**config.mk**
```make
export PLATFORM = sky130hd
export DESIGN_NAME = mostrar_producto
export DESIGN_NICKNAME = d
export VERILOG_FILES = /design/src/rtl/mostrar_producto.sv
export SDC_FILE = /design/constraint.sdc
export NUM_CORES = 1
export LEC_CHECK = 0
export CAP_MARGIN = 30
export CORE_ASPECT_RATIO = 2
export CORE_UTILIZATION = 55
export DETAILED_ROUTE_END_ITERATION = 6
export PLACE_DENSITY = 0.86
export SETUP_SLACK_MARGIN = 0.3
export SLEW_MARGIN = 20
export SYNTH_ARGS = -nofsm -noshare
export SYNTH_HDL_FRONTEND = slang
export SYNTH_SLANG_ARGS = --single-unit
```
**constraint.sdc**
```tcl
create_clock -name CLK100MHZ -period 3.2 [get_ports CLK100MHZ]
set_input_delay 0.64 -clock CLK100MHZ [delete_from_list [all_inputs] [get_ports CLK100MHZ]]
set_output_delay 0.64 -clock CLK100MHZ [all_outputs]
set_load 0.005 [all_outputs]
```
**src/rtl/mostrar_producto.sv**
```systemverilog
// mostrar_producto: signed 16-bit product to sign + 5 BCD digits on a multiplexed 8-digit 7-segment display.
// Optional build macro LZ_BLANK_EN: blank leading zeros and float the minus sign next to the leading digit.
module mostrar_producto #(
    parameter int SCAN_DIV   = 100000,
    parameter int NUM_DIGITS = 8
) (
    input  logic                  CLK100MHZ,
    input  logic                  reset,
    input  logic [15:0]           producto,
    input  logic                  producto_valido,
    output logic                  ocupado,
    output logic [NUM_DIGITS-1:0] AN,
    output logic [6:0]            SEG,
    output logic                  DP
);
    localparam int CW = $clog2(SCAN_DIV);
    localparam int IW = $clog2(NUM_DIGITS);
    localparam logic [6:0] MINUS = 7'b0111111;
    localparam logic [6:0] BLANK = 7'b1111111;

    typedef enum logic [1:0] {IDLE, SHIFT, COMMIT} state_t;

    state_t          state, state_n;
    logic [15:0]     mag;
    logic [15:0]     abs_in;
    logic [19:0]     bcd;
    logic [19:0]     bcd_adj;
    logic [4:0]      step;
    logic            sign;
    logic [19:0]     disp_bcd;
    logic            disp_neg;
    logic [CW-1:0]   cnt;
    logic            wrap;
    logic [IW-1:0]   idx, idx_n;
    logic [6:0]      codes [NUM_DIGITS];
`ifdef LZ_BLANK_EN
    logic [2:0]      msd;
`endif

    function automatic logic [6:0] seg7(input logic [3:0] n);
        case (n)
            4'd0:    seg7 = 7'b1000000;
            4'd1:    seg7 = 7'b1111001;
            4'd2:    seg7 = 7'b0100100;
            4'd3:    seg7 = 7'b0110000;
            4'd4:    seg7 = 7'b0011001;
            4'd5:    seg7 = 7'b0010010;
            4'd6:    seg7 = 7'b0000010;
            4'd7:    seg7 = 7'b1111000;
            4'd8:    seg7 = 7'b0000000;
            4'd9:    seg7 = 7'b0010000;
            default: seg7 = 7'b1111111;
        endcase
    endfunction

    function automatic logic [19:0] dd_adjust(input logic [19:0] b);
        logic [19:0] r;
        for (int i = 0; i < 5; i++)
            r[i*4 +: 4] = (b[i*4 +: 4] >= 4'd5) ? b[i*4 +: 4] + 4'd3 : b[i*4 +: 4];
        return r;
    endfunction

    // |-32768| = 32768 still fits in 16 unsigned bits, so the magnitude needs no 17th bit in the shifter
    assign abs_in  = producto[15] ? ~producto + 16'd1 : producto;
    assign bcd_adj = dd_adjust(bcd);
    assign ocupado = (state != IDLE);
    assign DP      = 1'b1;
    assign wrap    = (cnt == CW'(SCAN_DIV - 1));
    assign idx_n   = wrap ? ((idx == IW'(NUM_DIGITS - 1)) ? '0 : idx + 1'b1) : idx;

    // conversion state register
    always_ff @(posedge CLK100MHZ or negedge reset) begin
        if (!reset) state <= IDLE;
        else        state <= state_n;
    end

    // conversion next-state: capture, 16 shift steps, one commit
    always_comb begin
        state_n = state;
        case (state)
            IDLE:    state_n = producto_valido ? SHIFT : IDLE;
            SHIFT:   state_n = (step == 5'd15) ? COMMIT : SHIFT;
            COMMIT:  state_n = IDLE;
            default: state_n = IDLE;
        endcase
    end

    // double-dabble datapath and display registers, which only change at commit
    always_ff @(posedge CLK100MHZ or negedge reset) begin
        if (!reset) begin
            mag      <= '0;
            bcd      <= '0;
            step     <= '0;
            sign     <= 1'b0;
            disp_bcd <= '0;
            disp_neg <= 1'b0;
        end else begin
            case (state)
                IDLE: if (producto_valido) begin
                    sign <= producto[15];
                    mag  <= abs_in;
                    bcd  <= '0;
                    step <= '0;
                end
                SHIFT: begin
                    bcd  <= {bcd_adj[18:0], mag[15]};
                    mag  <= {mag[14:0], 1'b0};
                    step <= step + 5'd1;
                end
                COMMIT: begin
                    disp_bcd <= bcd;
                    disp_neg <= sign && (bcd != '0);
                end
                default: ;
            endcase
        end
    end

    // segment pattern for every digit position from the committed value
    always_comb begin
        for (int i = 0; i < NUM_DIGITS; i++) codes[i] = BLANK;
        for (int i = 0; i < 5; i++) codes[i] = seg7(disp_bcd[i*4 +: 4]);
`ifdef LZ_BLANK_EN
        msd = 3'd0;
        for (int i = 1; i < 5; i++) if (disp_bcd[i*4 +: 4] != 4'd0) msd = 3'(i);
        for (int i = 1; i < 6; i++)
            if (i > int'(msd)) codes[i] = (disp_neg && i == int'(msd) + 1) ? MINUS : BLANK;
`else
        codes[5] = disp_neg ? MINUS : BLANK;
`endif
    end

    // free-running digit scan; AN and SEG are registered together so they switch on the same edge
    always_ff @(posedge CLK100MHZ or negedge reset) begin
        if (!reset) begin
            cnt <= '0;
            idx <= '0;
            AN  <= '1;
            SEG <= BLANK;
        end else begin
            cnt <= wrap ? '0 : cnt + 1'b1;
            idx <= idx_n;
            AN  <= ~(NUM_DIGITS'(1) << idx_n);
            SEG <= codes[idx_n];
        end
    end
endmodule

```
# Word level (Yosys, flattened, before mapping)
# Memory sizes are Yosys's and may differ from the RTL's.
# Cells that the tools add are included.
[op_classes]
n_eq_ne = 6
order_cmp = 6
n_reduce_logical = 7
mul = 0
shifts = 1
addsub = 9
bitwise_logic = 3
div_mod_pow = 0
n_mux = 22
[op_table]
columns = ["operator", "count"]
rows = [
  ["$pmux W20 S2", 1],
  ["$mux W16", 2],
  ["$pmux W16 S2", 1],
  ["$bmux W7 S3", 1],
  ["$mux W7", 3],
  ["$ge A4 B3 Y1 const B", 5],
  ["$mux W20", 1],
  ["$reduce_bool A20 Y1", 1],
  ["$add A17 B1 Y17 const B", 1],
  ["$eq A17 B17 Y1 const B", 1],
  ["$mux W17", 1],
  ["$add A16 B1 Y16 const B", 1],
  ["$add A4 B2 Y4 const B", 4],
  ["$mux W4", 4],
  ["$not A16 Y16", 1],
  ["$pmux W5 S2", 1],
  ["$mux W3", 3],
  ["$not A8 Y8", 1],
  ["$shl A1 B3 Y8 const A", 1],
  ["$add A5 B1 Y5 const B", 1],
  ["$eq A5 B4 Y1 const B", 1],
  ["$mux W5", 1],
  ["$ge A4 B4 Y1 const B", 1],
  ["$not A3 Y4", 1],
  ["13 further kinds", 15],
]
[totals]
out_inout_bits = 17
memories = 5
latch_bits = 0
register_bits = 100
mem_bits_ro = 560
ram_bits = 0
wordCells = 70
inputBits = 19
[mem_list]
columns = ["memory", "depth", "word_bits", "read_ports", "rd_clocked_by_memory_dff", "wr", "line", "source"]
rows = [
  ["(no name shown)", 16, 7, 1, 0, 0, "41", "case (n)"],
  ["(no name shown)", 16, 7, 1, 0, 0, "41", ""],
  ["(no name shown)", 16, 7, 1, 0, 0, "41", ""],
  ["(no name shown)", 16, 7, 1, 0, 0, "41", ""],
  ["(no name shown)", 16, 7, 1, 0, 0, "41", ""],
]

# Longest topological paths before layout
[depth]
word_depth = 7
depth_mapped = 9
ltp_nobuf = 8

# Worst setup path before layout
# OpenSTA, ideal clock, no wires.
[synth_timing]
path_type = "flip-flop to flip-flop"
start = "register cnt[0]"
end = "register SEG[6]"
synth_period_minus_slack_ns = 2.099
n_path_buf = 0
stages_incl_launch_ff = 8
required_ns = 3.112
setup_time_ns = 0.088
slack_ns = 1.101
arrival_ns = 2.011
path_cell_list = "dfrtp_1 ha_1 and4_1 nand4_4 or4_1 nand2_1 a221oi_1 or3_1"
[synth_via]
elab_chain_len = 6
[synth_lines]
columns = ["element", "line", "source"]
rows = [
  ["start: declaration", "32", "logic [CW-1:0] cnt;"],
  ["start signal: assignment", "141", "cnt <= wrap ? '0 : cnt + 1'b1;"],
  ["$eq A17 B17 Y1", "68", "assign wrap = (cnt == CW'(SCAN_DIV - 1));"],
  ["$mux W3", "69", "assign idx_n = wrap ? ((idx == IW'(NUM_DIGITS - 1)) ? '0 : idx + 1'b1) : idx;"],
  ["$not A3 Y4 (not written as such)", "144", "SEG <= codes[idx_n];"],
  ["$bmux W7 S3", "144", ""],
  ["$mux W7 (not written as such) (2 in a row)", "144", ""],
  ["end signal: assignment", "144", ""],
  ["end: declaration", "13", "output logic [6:0] SEG,"],
]
# Every way passes these cells. The select of a mux whose other input is x is not followed.
# A chain may end at the register's enable or synchronous reset.

# Worst setup path in the final report
[layout_timing]
start = "input producto[2]"
end = "register mag[11]"
[layout_via]
elab_chain_len = 5
[layout_lines]
columns = ["element", "line", "source"]
rows = [
  ["start: declaration", "9", "input logic [15:0] producto,"],
  ["$not A16 Y16", "64", "assign abs_in = producto[15] ? ~producto + 16'd1 : producto;"],
  ["$add A16 B1 Y16", "64", ""],
  ["$mux W16", "64", ""],
  ["$mux W16", "99", "IDLE: if (producto_valido) begin"],
  ["$pmux W16 S2", "98", "case (state)"],
  ["end signal: assignment", "101", "mag <= abs_in;"],
  ["end signal: assignment", "107", "mag <= {mag[14:0], 1'b0};"],
  ["end: declaration", "24", "logic [15:0] mag;"],
]
# Every way passes these cells. The select of a mux whose other input is x is not followed.

==> implementation parameters <==
Parameter                              Value

Timing
  Total count of max-transition violations in the final report    0
  Final total negative setup slack    0 ns
  Final setup vio count    0
  Endpoints failing hold    0
  Max Freq    397 MHz
  Setup clock skew after layout    0.00676 ns
  Final min period    2.52 ns
  Period utilisation layout    between 70% and 80%
  Slew at the pin closest to its max-slew limit    0.892 ns
  Headroom to the max-slew limit    approximately 40%
  RSZ-0062 raised after global routing    false

Synth
  Post-synthesis mux area share    3.12%
  Netlist cell types    60
  Cell taking the most area after synthesis    dfrtp_1
  Post-Syn Nets    689
  Simple-gate portion of the synthesized area    16.4%
  Number of enable flip-flop cells after synthesis    0
  FFs w/ async S/R, synth    100%
  Yosys warning total    0
  Average size of a mapped cell    9.43 um2
  Fraction of the mapped netlist area in adder cells    under 10%
  Synth Instances    625
  Complex-gate fraction of the synthesized area    18.5%
  Cells taking the most area after synthesis    dfrtp_1 (36%), ha_1 (9.6%), dfstp_2 (6.7%), o21ai_0 (5.9%), nand2_1 (3.2%)
  Xor/xnor cell area share of the yosys netlist    5.20%
  Portion of synthesized cell area occupied by the leading cell type    36.1%
  List of most frequent post-synthesis cells    dfrtp_1 (85), o21ai_0 (70), nand2_1 (50), nor2_1 (48), ha_1 (45)
  Leading register cell type out of synthesis    dfrtp_1
  Sequential element share of the synthesized area    42.8%
  Most frequently used cell type in the post-synthesis netlist    dfrtp_1
  Mapped cell area    5890 um2
  Yosys reg bits    100
  Main combinational cell family by area after synthesis    compound AO/OA/AOI/OAI gates

Clock network
  Htree depth    3
  Clock edge transition at the registers on the reported setup and hold paths    0.07 ns
  Post-CTS resize count    0
  CTS Hold Bufs    0
  Number of buffers inserted by post-CTS setup repair    0
  CTS Root Cell    clkbuf_16
  Clock latency on the worst-skew pair    0.35 ns
  Clock tree from TritonCTS    built
  Cts bufs inserted    9
  CTS sink cnt    100
  Number of buffers on the longest clock path    2

Floorplan
  IO Pins    36
  Die footprint    between 10000 and 15000 um2
  Die height    148 um
  Standard-cell row count    53
  Overall die width    75.2 um
  Initial standard-cell utilization of the core    56.2%
  Standard cell core area    10500 um2

Pwr
  Peak supply drop    0.000560 V
  Leak pwr    0.00284 uW
  Overall power of the completed layout    4830 uW
  PD cells    a little over 700 nW/um2

Critical path
  Type of the setup path with the least slack    in2reg
  Largest fanout of any net on the critical path    5
  Crit path DAT    2.76 ns
  Worst path required time    ~3.4 ns
  Critical path startpoint category    input port
  Type of element capturing the critical path    flip-flop

Global route
  Global-route track usage on met2    45.2%
  Met1 global-route usage    approximately 25%
  Global-route wire length before repair    21.1 mm
  Overall overflow remaining after global route    0
  Met3 GRT Util    ~4.8%
  Pin count of the biggest net entering global routing    67
  Number of antenna violations at the first check in global routing    0
  Via count of the first global-routing pass    around 4.7k
  Busiest layer in global routing    met2
  All-layer global routing usage    24.9%

Route
  Iter 0 DRT Violations    270
  Ratio of routed vias to standard cells    a little under 6
  Average wire per cell in the routed design    about 16 um
  Antenna-violating nets left    0
  Number of iterations in the first detailed-routing pass    5
  Detailed-route DRC error count    0
  Vias    about 4.7k
  Routed wire length    ~13 mm

Layout
  Fraction of final layout cells with drive strength greater than 1    a little under a tenth
  NumNets Final    714
  Final core utilization    63.7%
  Area growth syn-to-layout    13.3%
  Final cell count without fillers    792
  Number of inserted diodes    0

Placed design
  Cell Count Post-Placement    slightly below 800
  # port buffers    34
  Post-detailed-placement half-perimeter wirelength    ~9.3 mm
  Final GP Congestion    0.985

Run status
  Result of the run    finished clean

Job
  Max-cap viol count    0

Hold path
  Type of the most critical hold path    in2async
## stage by stage
| stage | hold WS [ns] | area, um2 | setup WS (ns) |
|---|---|---|---|
| 2_1_floorplan | 0.344 | 5890 | 1.10 |
| 3_3_place_gp | 0.459 | 6350 | 0.488 |
| 3_5_place_dp | 0.483 | 6350 | 0.360 |
| 4_1_cts | 0.401 | 6680 | 0.704 |
| 5_1_grt | 0.446 | 6680 | 0.402 |
| 6_report | 0.369 | 6680 | 0.679 |
## cell type report
cell class | count | area (um2)
fillers | 853 | 3800
well taps | 137 | 171
clock inverters | 5 | 83.8
multi-input cells | 459 | 3110
flip-flops and latches | 100 | 2520
repair buffers | 43 | 405
inverters | 37 | 139
clock buffers | 11 | 243
## per-layer routing
| metal | part of all wire [%] | vias up |
|---|---|---|
| met5 | 0 | - |
| met2 | 56 | 106 |
| met4 | 5.1 | 0 |
| met1 | 36 | 2257 |
| met3 | 2.8 | 43 |
| li1 | - | 2260 |
## placed cells by master (no fill, tap or decap), types with 3 or more instances in the layout
master and n:
inv_2 3, buf_4 10, nor3b_1 3, o211ai_1 3
nor4_1 3, clkdlybuf4s50_1 33, a22oi_1 13, mux2i_1 6
a32o_1 5, nand3_1 28, xor2_1 18, nor2b_1 6
ha_1 45, inv_1 34, dfrtp_1 85, clkbuf_16 9
nand2b_1 14, nor3_1 3, dfstp_2 15, o221ai_1 7
a211oi_1 5, o21ai_0 70, a21oi_1 36, a221oi_1 5
o22ai_1 6, nand4_1 3, nand2_1 50, o31ai_1 10
or3_1 6, nor2_1 48, and2_1 3, mux2_2 7
xnor2_1 17, and3_1 5
## kinds of logic after synthesis
group                    Yosys count
AND/OR/NAND/NOR                  187
AO/OA/AOI/OAI                    176
flip-flops                       100
buffers and inverters             66
adder cells (fa/ha/maj)           45
XOR/XNOR                          35
multiplexers                      15
other                              1
## power by group
part / total, uW / switching (uW) / internal (uW)
combinational: 1710 / 967 / 741
clock: 1180 / 474 / 709
sequential: 1930 / 339 / 1600
total: 4830 / 1780 / 3050
## critical path: stages
cell,delay (ns)
clkdlybuf4s50_1,0.50
or3_1,0.43
nor4_1,0.26
nand3_1,0.19
o41ai_1,0.36
xor2_1,0.12
o21ai_0,0.26
## flip-flops by register name, indices dropped and copies added, names as in the netlist
signal and flops:
AN 8, SEG 7, bcd 20, cnt 17
disp_bcd 20, disp_neg 1, idx 3, mag 16
sign 1, state 2, step 5
## path summary, 6_finish.rpt
check / startpoint / to / slack, ns / cells past startpoint
hold / removal: reset / cnt[11]$_DFF_PN0_ / 0.37 / 1
setup / recovery: producto[2] / mag[11]$_DFFE_PN0P_ / 0.68 / 7
min in group CLK100MHZ: cnt[0]$_DFF_PN0_ / cnt[0]$_DFF_PN0_ / 0.49 / 1
setup reg to reg: cnt[0]$_DFF_PN0_ / SEG[6]$_DFF_PN1_ / 0.68 / 8
hold reg to reg: cnt[0]$_DFF_PN0_ / cnt[0]$_DFF_PN0_ / 0.49 / 1
max in group asynchronous: reset / bcd[4]$_DFFE_PN0P_ / 2.05 / 2
No activity file was read; power rests on OpenSTA's default activity.
